===== src/rtl/instr_fetch_queue.sv =====
// Instruction fetch unit: owns the PC, issues one read per cycle to a 1-cycle synchronous RAM
// and buffers returned words with their PCs in a small prefetch FIFO feeding decode.
module instr_fetch_queue #(
    parameter int unsigned          ADDR_W   = 32,
    parameter int unsigned          DATA_W   = 32,
    parameter int unsigned          DEPTH    = 4,
    parameter logic [ADDR_W-1:0]    RESET_PC = {ADDR_W{1'b0}},
    parameter int unsigned          PC_STEP  = 4
) (
    input  logic                      clk,
    input  logic                      nreset,
    input  logic                      fetch_en,
    output logic [ADDR_W-1:0]         mem_addr,
    input  logic [DATA_W-1:0]         mem_q,
    input  logic                      redirect_valid,
    input  logic [ADDR_W-1:0]         redirect_pc,
    output logic                      instr_valid,
    input  logic                      instr_ready,
    output logic [DATA_W-1:0]         instr_data,
    output logic [ADDR_W-1:0]         instr_pc,
    output logic [$clog2(DEPTH):0]    occupancy
);

    localparam int unsigned        PTR_W   = $clog2(DEPTH);
    localparam int unsigned        CNT_W   = PTR_W + 1;
    localparam logic [CNT_W-1:0]   DEPTH_C = CNT_W'(DEPTH);
    localparam logic [ADDR_W-1:0]  STEP_C  = ADDR_W'(PC_STEP);

    logic [ADDR_W-1:0] fetch_pc_r;
    logic              inflight_r;
    logic [ADDR_W-1:0] inflight_pc_r;
    logic [CNT_W-1:0]  count_r;
    logic [PTR_W-1:0]  rd_ptr_r;
    logic [PTR_W-1:0]  wr_ptr_r;
    logic [DATA_W-1:0] data_mem_r [DEPTH];
    logic [ADDR_W-1:0] pc_mem_r   [DEPTH];

    logic [CNT_W-1:0]  credits_s;
    logic              head_valid_s;
    logic              issue_s;
    logic              push_s;
    logic              pop_s;

    assign head_valid_s = (count_r != {CNT_W{1'b0}});
    assign instr_valid  = head_valid_s && !redirect_valid;
    assign mem_addr     = fetch_pc_r;
    assign occupancy    = count_r;

    // Issue/push/pop decisions; a redirect suppresses all three.
    // Credits count the in-flight word so the FIFO always has room when it lands.
    always_comb begin
        credits_s = count_r + CNT_W'(inflight_r);
        issue_s   = 1'b0;
        push_s    = 1'b0;
        pop_s     = 1'b0;
        if (redirect_valid) begin
            issue_s = 1'b0;
            push_s  = 1'b0;
            pop_s   = 1'b0;
        end else begin
            issue_s = fetch_en && (credits_s < DEPTH_C);
            push_s  = inflight_r;
            pop_s   = head_valid_s && instr_ready;
        end
    end

    // Head entry presented combinationally; forced to zero while the FIFO is empty.
    always_comb begin
        instr_data = {DATA_W{1'b0}};
        instr_pc   = {ADDR_W{1'b0}};
        if (head_valid_s) begin
            instr_data = data_mem_r[rd_ptr_r];
            instr_pc   = pc_mem_r[rd_ptr_r];
        end else begin
            instr_data = {DATA_W{1'b0}};
            instr_pc   = {ADDR_W{1'b0}};
        end
    end

    // PC, in-flight tracking, FIFO pointers and count.
    always_ff @(posedge clk or negedge nreset) begin
        if (!nreset) begin
            fetch_pc_r    <= RESET_PC;
            inflight_r    <= 1'b0;
            inflight_pc_r <= {ADDR_W{1'b0}};
            count_r       <= {CNT_W{1'b0}};
            rd_ptr_r      <= {PTR_W{1'b0}};
            wr_ptr_r      <= {PTR_W{1'b0}};
        end else if (redirect_valid) begin
            fetch_pc_r <= redirect_pc;
            inflight_r <= 1'b0;
            count_r    <= {CNT_W{1'b0}};
            rd_ptr_r   <= {PTR_W{1'b0}};
            wr_ptr_r   <= {PTR_W{1'b0}};
        end else begin
            inflight_r <= issue_s;
            if (issue_s) begin
                inflight_pc_r <= fetch_pc_r;
                fetch_pc_r    <= fetch_pc_r + STEP_C;
            end
            if (push_s) begin
                wr_ptr_r <= wr_ptr_r + PTR_W'(1);
            end
            if (pop_s) begin
                rd_ptr_r <= rd_ptr_r + PTR_W'(1);
            end
            case ({push_s, pop_s})
                2'b10:   count_r <= count_r + CNT_W'(1);
                2'b01:   count_r <= count_r - CNT_W'(1);
                default: count_r <= count_r;
            endcase
        end
    end

    // FIFO storage: returned word paired with the PC it was fetched from.
    always_ff @(posedge clk or negedge nreset) begin
        if (!nreset) begin
            for (int i = 0; i < int'(DEPTH); i++) begin
                data_mem_r[i] <= {DATA_W{1'b0}};
                pc_mem_r[i]   <= {ADDR_W{1'b0}};
            end
        end else if (push_s) begin
            data_mem_r[wr_ptr_r] <= mem_q;
            pc_mem_r[wr_ptr_r]   <= inflight_pc_r;
        end
    end

endmodule


===== config.mk =====
export PLATFORM = sky130hd
export DESIGN_NAME = instr_fetch_queue
export DESIGN_NICKNAME = d
export VERILOG_FILES = /design/src/rtl/instr_fetch_queue.sv
export SDC_FILE = /design/constraint.sdc
export NUM_CORES = 1
export LEC_CHECK = 0
export BUFFER_PORTS_ARGS = -buffer_cell sky130_fd_sc_hd__buf_2
export CAP_MARGIN = 20
export CORE_MARGIN = 4
export CORE_UTILIZATION = 53
export DETAILED_ROUTE_END_ITERATION = 10
export PLACE_DENSITY = 0.76
export SLEW_MARGIN = 10
export SYNTH_ARGS = -nofsm -noshare
export SYNTH_HDL_FRONTEND = slang
export SYNTH_SLANG_ARGS = --single-unit
export TNS_END_PERCENT = 30

===== constraint.sdc =====
create_clock -name clk -period 2.35 [get_ports clk]
set_input_delay 0.3525 -clock clk [delete_from_list [all_inputs] [get_ports clk]]
set_output_delay 0.3525 -clock clk [all_outputs]
set_load 0.01 [all_outputs]

==> impl_metrics.env <==
export IMPL_final_util=0.654
export IMPL_violations="setup timing"
export IMPL_final_cell_mix="dfrtp_1 (325), mux2_2 (261), buf_2 (122)"
export IMPL_vdd_ir_drop_max_mv=0.810
export IMPL_final_common_cell="dfrtp_1"
export IMPL_met2_usage=0.371
export IMPL_detail_route_antenna_nets=0
export IMPL_port_buffer_count=168
export IMPL_start_util=0.539
export IMPL_synth_top_area_frac=0.545
export IMPL_cp_cell_sequence="buf_8 -> buf_6 -> mux4_2 -> and2_4 -> buf_6"
export IMPL_fin_ws_ns=-0.0870
export IMPL_antenna_found_initial=0
export IMPL_relSlewSlack=0.665
export IMPL_coreArea_um2=27900
export IMPL_drive_gt1_frac=0.566
export IMPL_timing_rr_start="occupancy[1]"
export IMPL_clockRootBuffer="clkbuf_16"
export IMPL_grt_overflow_total=0
export IMPL_finalWirelength_mm=33.8
export IMPL_worstPathRequired_ns=2.00
export IMPL_fin_nets=1277
export IMPL_worst_slew_pin_slew_ns=0.501
export IMPL_regToRegEndpoint="occupancy[2]"
export IMPL_grt_max_degree=75
export IMPL_critical_path_buf_inv_count=3
export IMPL_viasPerCell=5.64
export IMPL_grt_pass1_vias=9804
export IMPL_ys_ff_latch=328
export IMPL_syn_num_nets=1084
export IMPL_cts_made_buffers=36
export IMPL_crit_start="rd_ptr_r[0]"
export IMPL_power_frac_comb=0.378
export IMPL_critical_path_class="reg -> out"
export IMPL_die_height_um=177
export IMPL_crit_family="multiplexers"
export IMPL_seqPwrFrac=0.384
export IMPL_reg2reg_setup_slack_ns=0.21
export IMPL_startpoint_type="register"
export IMPL_wl_per_cell_um=21.1
export IMPL_cellInternalPower_uw=15700
export IMPL_switching_share=0.295
export IMPL_hold_start="redirect_pc[13]"
export IMPL_maxCapViolCount=0
export IMPL_ys_seq_area_frac=0.545
export IMPL_crit_path_end="instr_pc[29]"
export IMPL_clockBufferDepth=3
export IMPL_hold_path_class="in -> reg"
export IMPL_fillerInstances=2020
export IMPL_skew_ns=0.0172
export IMPL_grtUsageTotal=0.221
export IMPL_antenna_cells=0
export IMPL_finalHoldViolations=0
export IMPL_cp_depth=5
export IMPL_synth_cell_types=33
export IMPL_cts_sinks=328
export IMPL_drc=0
export IMPL_worstPathArrival_ns=2.08
export IMPL_leakagePower_uw=0.00858
export IMPL_fmax_mhz=410
export IMPL_worst_path_max_fanout=5
export IMPL_die_area_um2=31200
export IMPL_rows=61
export IMPL_yosysTopAreaCell="dfrtp_1"
export IMPL_cts_tree="built"
export IMPL_end_kind="primary output"
export IMPL_finalPower_uw=22300
export IMPL_htreeDepth=2
export IMPL_crit_slowest_cell="mux4_2"
export IMPL_clockPowerShare=0.238
export IMPL_syn_avg_cell_area_um2=14.9
export IMPL_p_switching_uw=6580
export IMPL_synth_cells=1009
export IMPL_whs_path_depth=3
export IMPL_clk_insertion_delay_late_ns=0.50
export IMPL_cp_common_cell="buf_6"
export IMPL_dr_pass1_iters=4
export IMPL_use_met3=0.0289
export IMPL_dp_hpwl_mm=20.8
export IMPL_worstRegToRegCells=8
export IMPL_globalplace_congestion=0.813
export IMPL_post_route_period_util=1.04
export IMPL_gr_max_usage_layer="met2"
export IMPL_ys_warn_count=0
export IMPL_area_growth_pct=21.4
export IMPL_ys_top_cells_by_area="dfrtp_1 (54%), mux2_2 (20%), mux4_2 (9.6%)"
export IMPL_drtIter0Drc=457
export IMPL_use_met1=0.312
export IMPL_slew_viol_final=0
export IMPL_status="complete, but fails checks"
export IMPL_min_period_ns=2.44
export IMPL_cts_clk_slew_worst_paths_ns=0.06
export IMPL_synth_cell_area_um2=15100
export IMPL_grt_pass1_wl_mm=54.9
export IMPL_slowest_delay_ns=0.54
export IMPL_setup_viol_count_final=64
export IMPL_power_density_nw_per_um2=1220
export IMPL_die_w_um=177
export IMPL_vias=9035
export IMPL_num_io_pins=169
export IMPL_rsz0062_at_grt="true"
==> Yosys cell counts, drive strengths merged <==
library cell  count
mux2            291
nor4             19
or3               1
nand3            13
nand3b            1
nor2              7
and4b             1
buf              45
xnor2            29
fa                1
nand2            46
o21ai            30
clkbuf           21
dfrtp           328
and2             64
mux2i             4
and3              3
mux4             64
nor2b             3
ha                5
nor3              6
inv               8
nand4             5
and4              5
or2               2
xor2              7
==> layer usage <==
metal,vias to the layer above,share of wire
li1,4029,-
met1,4764,0.44
met2,196,0.50
met3,46,0.040
met4,0,0.019
met5,-,0
==> worst min-delay path by stage <==
stage                            to  slack (ns)
CTS                    mem_addr[16]        0.05
global placement     data_mem_r[81]        0.33
finish                 mem_addr[13]        0.06
detailed placement  data_mem_r[113]        0.32
floorplan             data_mem_r[0]        0.06
global route            mem_addr[7]        0.06
==> worst register-to-register path, stage by stage (launching register included) <==
cell and delay (ns):
dfrtp_2 0.45, or3_4 0.36, nand2_1 0.10, nor3_1 0.06, fa_1 0.39, or2_2 0.30
mux2i_1 0.16, xnor2_1 0.14, nor2_1 0.05
==> stage by stage <==
step	std cells	instance area (µm²)	setup slack (ns)	hold WS (ns)	TNS, ns
2_1_floorplan	1009	15100	0.106	0.0569	0
3_3_place_gp	1527	16500	0.153	0.327	0
3_5_place_dp	1527	16500	0.132	0.324	0
4_1_cts	1598	18000	-0.113	0.0456	-4.21
5_1_grt	1601	18300	-0.145	0.0601	-6.19
6_report	1601	18300	-0.0870	0.0602	-2.64
==> layout make-up <==
class / instances / area [µm²] / share of cell area
Timing Repair Buffer: 221 / 1850 / 0.101
Multi-Input combinational cell: 607 / 6620 / 0.362
Inverter: 8 / 30.0 / 0.00164
Tap cell: 378 / 473 / 0.0259
Clock buffer: 54 / 1020 / 0.0558
Sequential cell: 328 / 8210 / 0.449
Clock inverter: 5 / 75.1 / 0.00411
==> kinds of logic after synthesis <==
group	Yosys count	synth area share
mux	359	0.323
flops	328	0.545
simple gates	176	0.0709
buf+inv	74	0.0245
xor+xnor	36	0.0209
compound gates	30	0.00997
fa+ha+maj	6	0.00548
==> power groups by stage <==
| stage | clock [µW] | combinational, µW | sequential [µW] |
|---|---|---|---|
| final | 5310 | 8420 | 8570 |
| after global routing | 5650 | 9040 | 8810 |
| after CTS | 5420 | 7810 | 8550 |
| after detailed placement | 0 | 6770 | 8690 |
| after global placement | 0 | 6640 | 8560 |
| after floorplan | 0 | 4740 | 8240 |
==> sequential cells by signal, summed over array words and instances, names as in the netlist <==
signal / count
occupancy: 3
rd_ptr_r: 2
inflight_pc_r: 32
pc_mem_r: 128
mem_addr: 32
wr_ptr_r: 2
data_mem_r: 128
inflight_r: 1
==> what timing repair did <==
item,4_1_cts,5_1_grt
setup buffers,7,2
gates cloned,4,2
hold buffers,1,0
endpoints found under the setup margin,65,64
resized for setup,63,55
pin swaps,1,0
hold endpoints to repair,51,0
(Power assumes the default switching activity.)
